## config.mk

```make
export PLATFORM = sky130hd
export DESIGN_NAME = multi_debouncer
export DESIGN_NICKNAME = d
export VERILOG_FILES = /design/src/rtl/multi_debouncer.sv
export SDC_FILE = /design/constraint.sdc
export NUM_CORES = 1
export LEC_CHECK = 0
export CAP_MARGIN = 15
export CORE_MARGIN = 2
export CORE_UTILIZATION = 49
export DETAILED_ROUTE_END_ITERATION = 10
export GPL_ROUTABILITY_DRIVEN = 1
export PLACE_DENSITY = 0.67
export SETUP_SLACK_MARGIN = 0.5
export SLEW_MARGIN = 10
export SYNTH_ARGS = -nofsm -noshare
export SYNTH_HDL_FRONTEND = slang
export SYNTH_SLANG_ARGS = --single-unit
```

## constraint.sdc

```tcl
create_clock -name clk -period 2.2 [get_ports clk]
set_input_delay 0.22 -clock clk [delete_from_list [all_inputs] [get_ports clk]]
set_output_delay 0.22 -clock clk [all_outputs]
set_load 0.005 [all_outputs]
```

## src/rtl/multi_debouncer.sv

```systemverilog
// multi_debouncer: CHANNELS independent debouncers for mechanical inputs.
// Each channel runs its raw input through a synchroniser chain. It then
// requires the synchronised level to differ from the current output for
// MAX_CLK_COUNT consecutive cycles before it accepts the new level.
// Each channel produces a clean level, one-cycle rise/fall pulses and an
// optional long-press pulse. any_change is a registered summary of all
// rise/fall pulses.
module multi_debouncer #(
    parameter int CHANNELS    = 4,
    parameter int CLK_FREQ    = 50,
    parameter int TIME_DELAY  = 1,
    parameter int HOLD_TIME   = 0,
    parameter int SYNC_STAGES = 2,
    parameter bit RESET_VALUE = 1'b0
) (
    input  logic                clk,
    input  logic                rstN,
    input  logic [CHANNELS-1:0] value_in,
    output logic [CHANNELS-1:0] value_out,
    output logic [CHANNELS-1:0] rise_pulse,
    output logic [CHANNELS-1:0] fall_pulse,
    output logic [CHANNELS-1:0] hold_pulse,
    output logic                any_change
);

    localparam int MAX_CLK_COUNT  = TIME_DELAY * CLK_FREQ * 1000;
    localparam int HOLD_CLK_COUNT = HOLD_TIME * CLK_FREQ * 1000;
    localparam int CNT_W          = $clog2(MAX_CLK_COUNT + 1);
    localparam logic [CNT_W-1:0] CNT_LAST = CNT_W'(MAX_CLK_COUNT - 1);

    // Parameter sanity: a window shorter than two cycles cannot filter anything.
    if (MAX_CLK_COUNT < 2) begin : g_bad_max
        $error("multi_debouncer: MAX_CLK_COUNT must be at least 2");
    end
    if (SYNC_STAGES < 2) begin : g_bad_sync
        $error("multi_debouncer: SYNC_STAGES must be at least 2");
    end
    if (CHANNELS < 1) begin : g_bad_ch
        $error("multi_debouncer: CHANNELS must be at least 1");
    end

    typedef enum logic {
        ST_STABLE  = 1'b0,
        ST_PENDING = 1'b1
    } state_t;

    logic any_change_reg;

    genvar gi;
    generate
        for (gi = 0; gi < CHANNELS; gi++) begin : g_ch
            logic [SYNC_STAGES-1:0] sync_reg;
            logic                   sync_bit;
            state_t                 state_reg, state_next;
            logic [CNT_W-1:0]       cnt_reg, cnt_next;
            logic                   out_reg, out_next;
            logic                   rise_reg, rise_next;
            logic                   fall_reg, fall_next;

            // Shift the raw input through the synchroniser chain; only the last stage is used.
            always_ff @(posedge clk or negedge rstN) begin
                if (!rstN) begin
                    sync_reg <= {SYNC_STAGES{RESET_VALUE}};
                end else begin
                    sync_reg <= {sync_reg[SYNC_STAGES-2:0], value_in[gi]};
                end
            end

            assign sync_bit = sync_reg[SYNC_STAGES-1];

            // State register: FSM state, stability counter, clean level and edge pulses.
            always_ff @(posedge clk or negedge rstN) begin
                if (!rstN) begin
                    state_reg <= ST_STABLE;
                    cnt_reg   <= '0;
                    out_reg   <= RESET_VALUE;
                    rise_reg  <= 1'b0;
                    fall_reg  <= 1'b0;
                end else begin
                    state_reg <= state_next;
                    cnt_reg   <= cnt_next;
                    out_reg   <= out_next;
                    rise_reg  <= rise_next;
                    fall_reg  <= fall_next;
                end
            end

            // Next state: leave STABLE on a mismatch, return on agreement or a completed window.
            always_comb begin
                state_next = state_reg;
                case (state_reg)
                    ST_STABLE: begin
                        if (sync_bit != out_reg) begin
                            state_next = ST_PENDING;
                        end
                    end
                    ST_PENDING: begin
                        if ((sync_bit == out_reg) || (cnt_reg == CNT_LAST)) begin
                            state_next = ST_STABLE;
                        end
                    end
                    default: state_next = ST_STABLE;
                endcase
            end

            // Outputs: count mismatching cycles and accept the new level once the window is full.
            always_comb begin
                cnt_next  = '0;
                out_next  = out_reg;
                rise_next = 1'b0;
                fall_next = 1'b0;
                case (state_reg)
                    ST_STABLE: begin
                        // The first mismatching edge already counts towards the window.
                        if (sync_bit != out_reg) begin
                            cnt_next = cnt_reg + 1'b1;
                        end
                    end
                    ST_PENDING: begin
                        // Agreement falls through with cnt_next = 0: a restart, never a decrement.
                        if (sync_bit != out_reg) begin
                            if (cnt_reg == CNT_LAST) begin
                                out_next  = sync_bit;
                                rise_next = sync_bit;
                                fall_next = ~sync_bit;
                            end else begin
                                cnt_next = cnt_reg + 1'b1;
                            end
                        end
                    end
                    default: cnt_next = '0;
                endcase
            end

            assign value_out[gi]  = out_reg;
            assign rise_pulse[gi] = rise_reg;
            assign fall_pulse[gi] = fall_reg;

            if (HOLD_CLK_COUNT > 0) begin : g_hold
                localparam int HCNT_W = $clog2(HOLD_CLK_COUNT + 1);
                localparam logic [HCNT_W-1:0] HOLD_LAST = HCNT_W'(HOLD_CLK_COUNT - 1);
                localparam logic [HCNT_W-1:0] HOLD_FULL = HCNT_W'(HOLD_CLK_COUNT);

                logic [HCNT_W-1:0] hcnt_reg;
                logic              hold_reg;

                // Count cycles with the output high; saturate after the single long-press pulse.
                always_ff @(posedge clk or negedge rstN) begin
                    if (!rstN) begin
                        hcnt_reg <= '0;
                        hold_reg <= 1'b0;
                    end else begin
                        hold_reg <= 1'b0;
                        if (!out_reg) begin
                            hcnt_reg <= '0;
                        end else if (hcnt_reg == HOLD_LAST) begin
                            hcnt_reg <= HOLD_FULL;
                            hold_reg <= 1'b1;
                        end else if (hcnt_reg != HOLD_FULL) begin
                            hcnt_reg <= hcnt_reg + 1'b1;
                        end
                    end
                end

                assign hold_pulse[gi] = hold_reg;
            end else begin : g_no_hold
                assign hold_pulse[gi] = 1'b0;
            end
        end
    endgenerate

    // Flag, one cycle late, that at least one channel produced an edge pulse.
    always_ff @(posedge clk or negedge rstN) begin
        if (!rstN) begin
            any_change_reg <= 1'b0;
        end else begin
            any_change_reg <= |(rise_pulse | fall_pulse);
        end
    end

    assign any_change = any_change_reg;

endmodule

```

==> reports/metrics.yaml <==
critical_path:
  critical_path_class: "reg2reg"
  cp-end-kind: "flip-flop"
  required_ns: 2.44
  critPathArrivalTime_ns: 2.07
  worstSetupStartpointType: "flip-flop"
  path_max_fanout: 4
cts:
  insertion_delay_ns: 0.36
  cts_buffers: 9
  root_buffer: "clkbuf_8"
  clockBufferDepth: 2
  clk_pin_slew_ns: 0.09
  cts_tree: "built"
  cts_sinks: 89
  h-tree-depth: 3
yosys:
  synth.most_common_cell: "dfrtp_1"
  netlist.area_leader.share_pct: 54.5
  synth_warnings: 0
  synthSimpleGateAreaFrac_pct: 24.2
  seq_area_frac_synth_pct: 54.5
  synthMuxAreaShare_pct: 1.19
  syn_area_mm2: 0.00409
  synth_fa_ha_area_share_pct: 1.22
  synth_edf_count: 0
  synth_top_family_by_area: "simple AND/OR/NAND/NOR gates"
  synthDistinctLibCells: 37
  synthFlopType: "dfrtp_1"
  syn_avg_cell_area_um2: 10.6
  postSynthCellCount: 385
  yosys-top-cells-count: "dfrtp_1, nor2_1, xnor2_1"
  synth-seq-cells: 89
  yosys.area.top_type: "dfrtp_1"
  synth.area.top_cells: "dfrtp_1, xnor2_1, nor2_1"
  synth_xor_area_share_pct: 12.6
  synthArstFlopShare_pct: 100
  synth_compound_area_share_pct: 1.59
detailed_routing:
  routedWlPerCell_um: 14.7
  ant_nets: 0
  drc: 0
  viasPerCell: 5.32
  vias: 2844
  drt_first_pass_iters: 4
  drt_iter0_markers: 106
  wl_um: 7850
outcome:
  status: "completed"
timing:
  slew_violations: 0
  fin_skew_ns: 0.0216
  finalSetupViolCount: 0
  tns_ns: 0
  slew_headroom_pct: 56.2
  max_freq_ghz: 0.547
  fin_crit_sh_pct: 83.1
  hold_viol: 0
  rsz0062_at_grt: "yes"
  max_slew.worst_pin.slew_ns: 0.651
  period_minus_slack_ns: 1.83
global_route:
  grt.overflow.total: 0
  grt_pass1_wl_um: 12400
  grtUsageTotal_pct: 17.5
  grt_pass1_vias: 2694
  grt_max_degree: 41
  antenna_found_initial: 0
finish:
  largest_reg_flops: 64
  area_growth_pct: 20.8
  num_antenna_cells: 0
  instances_no_fill: 535
  utilization_pct: 60.7
  nets: 435
  drive_gt1_share_pct: 22.8
die:
  fp.dieW_um: 95.3
  core_mm2: 0.00813
  die_y_um: 95.3
  boundaryPins: 23
  start_util_pct: 50.2
  rows: 33
  die_area_mm2: 0.00909
place:
  gp_congestion: 0.847
  dp_hpwl_um: 4870
  numPortBuffers: 18
  dp.cells: 497
flow_run:
  drv_cap: 0
pwr:
  powerDensity_mw_per_mm2: 602
  ir_drop_v: 0.000477
  cellLeakagePower_nw: 1.98
  finalPower_w: 0.00297
min_path:
  min_path_type: "in2reg"
## per-layer routing
metal	vias up	GRT usage (%)	wire length (um)
met5	-	0	0
li1	1391	-	-
met2	51	27.6	3840
met1	1390	23.9	3640
met4	0	6.64	100
met3	12	3.56	273
## cells by family (layout without fill, tap and decap cells)
| family | count (synthesis) | count (layout) |
|---|---|---|
| buf+inv | 33 | 74 |
| flops | 89 | 89 |
| xor+xnor | 59 | 59 |
| fa+ha+maj | 4 | 4 |
| compound gates | 6 | 7 |
| mux | 4 | 4 |
| other cells | 1 | 4 |
| simple gates | 189 | 189 |
## layout make-up
type	count	area (um^2)
fill	644	3200
sequential	89	2230
multi-input combinational	267	1910
timing repair buffer	45	418
tap	105	131
clock buffer	9	124
clock inverter	7	76.3
inverter	13	48.8
## what timing repair did
item                                    CTS  global route
setup buffers                             9             9
hold endpoints to repair                 38             0
gates cloned                              1             2
gates resized for setup                  15            49
endpoints found under the setup margin   51            56
pin swaps                                14            23
hold buffers                              1             0
## placed cells by master, fill, tap and decap left out, types with 9 or more instances in the layout
| cell type | instances |
|---|---|
| nor2_1 | 44 |
| and3_1 | 9 |
| nand2_1 | 13 |
| nor2_4 | 10 |
| dfrtp_1 | 86 |
| nor4_1 | 16 |
| xor2_1 | 17 |
| clkbuf_8 | 9 |
| inv_1 | 12 |
| nand4_1 | 17 |
| nor3_1 | 14 |
| nand3_1 | 23 |
| buf_4 | 21 |
| xnor2_1 | 42 |
| nor2_2 | 13 |
| clkdlybuf4s50_1 | 17 |
## final timing paths
| check | startpoint | end | slack, ns | cells after the start |
|---|---|---|---|---|
| max | g_ch[3].cnt_reg[7]$_DFF_PN0_ | g_ch[3].out_reg$_DFFE_PN0P_ | 0.37 | 4 |
| min | value_in[2] | g_ch[2].sync_reg[0]$_DFF_PN0_ | 0.31 | 1 |
| max reg2reg | g_ch[3].cnt_reg[7]$_DFF_PN0_ | g_ch[3].out_reg$_DFFE_PN0P_ | 0.37 | 4 |
| min reg2reg | g_ch[3].sync_reg[0]$_DFF_PN0_ | g_ch[3].sync_reg[1]$_DFF_PN0_ | 0.34 | 0 |
| max in group asynchronous | rstN | g_ch[2].cnt_reg[4]$_DFF_PN0_ | 1.17 | 3 |
| min in group asynchronous | rstN | g_ch[3].cnt_reg[10]$_DFF_PN0_ | 0.37 | 2 |
## through the flow
stage	instance area [um^2]	worst slack [ns]	hold WS, ns
6_report	4940	0.372	0.310
5_1_grt	4940	0.308	0.297
4_1_cts	4660	0.378	0.300
3_5_place_dp	4330	0.274	0.237
3_3_place_gp	4330	0.378	0.233
2_1_floorplan	4100	0.411	-0.0756
## critical path: stages, from the launching register on
cell      delay [ns]
dfrtp_1         0.41
nor4b_2         0.30
nand3b_1        0.13
or4_4           0.56
mux2_4          0.32
## where the power goes
part	internal (W)	switching, W
registers	0.00166	0.0000284
logic	0.0000569	0.0000838
clock network	0.000533	0.000608
total	0.00225	0.000720
(Power assumes the default switching activity.)
==> RTL change: new RTL, same settings <==
Change the parameter `RESET_VALUE` from 1'b0 to 1'b1.
--- a/src/rtl/multi_debouncer.sv
+++ b/src/rtl/multi_debouncer.sv
@@ -12,5 +12,5 @@
     parameter int HOLD_TIME   = 0,
     parameter int SYNC_STAGES = 2,
-    parameter bit RESET_VALUE = 1'b0
+    parameter bit RESET_VALUE = 1'b1
 ) (
     input  logic                clk,
Function: changed (Yosys sat finds a counterexample within 4 cycles, from zero or initial values and one cycle with rstN low).
==> RTL change against the original RTL <==
Worst setup slack better by 0.024 ns; power down 3.9%; cell area down 1.9%; non-clock buffer count up 5; area after synthesis up 0.37%; wire length down 0.88%; utilization down 1.4 points; sequential cell count unchanged; combinational power down 13%; via count up 1.5%; critical path type unchanged.
==> RTL change: results (changes against the original RTL) <==
outcome: "completed"  # unchanged
dp_hpwl_um: 4940  # was 4870 um
grt_pass1_wl_um: 12800  # was 12400 um
holdCritPathClass: "primary input to flop"  # unchanged
ys_seq_area_share_pct: 54.7  # was 54.5%
whs_ns: 0.259  # was 0.310 ns
vias: 2886  # was 2844
power_leakage_nw: 2.01  # was 1.98 nW
grt_pass1_vias: 2767  # was 2694
synth_cell_types: 38  # was 37
num-nets-final: 440  # was 435
firstDrtPassIters: 4  # unchanged
slowest_stage: "or4b_4"  # was or4_4
max_freq_mhz: 554  # was 547 MHz
fin_cells: 540  # was 535
r2r_setup_slack_ns: 0.40  # was 0.37 ns
finalClockSkew_ns: 0.0146  # was 0.0216 ns
syn_avg_cell_area_um2: 10.7  # was 10.6 um2
ys_top_cells_by_count: "dfrtp_1 (77), nor2_1 (67), xnor2_1 (42)"  # was dfrtp_1 (89), nor2_1 (67), xnor2_1 (42)
groute.usage.overall_pct: 18.4  # was 17.5%
holdPathEnd: "g_ch[2].sync_reg[0]"  # unchanged
max_stage_delay_ns: 0.56  # about the same
drive_gt1_share_pct: 20.5  # was 22.8%
muxShareOfSynthArea_pct: 1.19  # about the same
critPathCapture: "g_ch[2].out_reg"  # was g_ch[3].out_reg
switching_share_pct: 24.9  # was 24.2%
drt-initial-drc-count: 109  # was 106
dpl_cell_area_um2: 4360  # was 4330 um2
routabilityCongestion: 0.869  # was 0.847
ir_worst_vdd_mv: 0.480  # was 0.477 mV
place_ws_ns: 0.382  # was 0.274 ns
clockRootBuffer: "clkbuf_8"  # unchanged
synth-xor-area-share_pct: 12.6  # about the same
synthTopCellsByArea: "dfrtp_1 (47%), xnor2_1 (9.0%), dfstp_2 (7.7%), nor2_1 (6.1%), xor2_1 (3.6%)"  # was dfrtp_1 (55%), xnor2_1 (9.0%), nor2_1 (6.2%), xor2_1 (3.6%), nand3_1 (2.9%)
wl_per_cell_um: 14.4  # was 14.7 um
critPathArrivalTime_ns: 2.10  # was 2.07 ns
yosys.area_share.adder_pct: 1.22  # about the same
grt_max_degree: 40  # was 41
dpl.cell_count: 499  # was 497
[RTL change: layout make-up]
type,instances,area [um2]
Fill cell,677,3330
Multi-Input combinational cell,267,1800
Clock inverter,6,51.3
Tap cell,105,131
Inverter,13,48.8
Clock buffer,10,128
Timing Repair Buffer,50,438
Sequential cell,89,2240
[RTL change: what timing repair did]
action	4_1_cts	5_1_grt
hold buffers	1	0
pin swaps	5	22
endpoints found under the setup margin	28	48
cloned	1	0
buffers inserted	12	11
hold endpoints to repair	29	0
gates resized for setup	4	24
[RTL change: routing by layer]
layer	routed length [um]	up-vias	share of wire, %	track usage, %
met1	3780	1436	49	25.3
met4	136	0	1.7	7.02
met3	273	12	3.5	5.30
met5	0	-	0	0
li1	-	1393	-	-
met2	3590	45	46	27.9
[RTL change: power groups by stage]
stage	logic, mW	registers [mW]	clock network [mW]
floorplan	0.0548	1.72	0
global placement	0.113	1.73	0
detailed placement	0.115	1.73	0
CTS	0.121	1.70	1.08
global route	0.141	1.70	1.14
finish	0.123	1.70	1.03
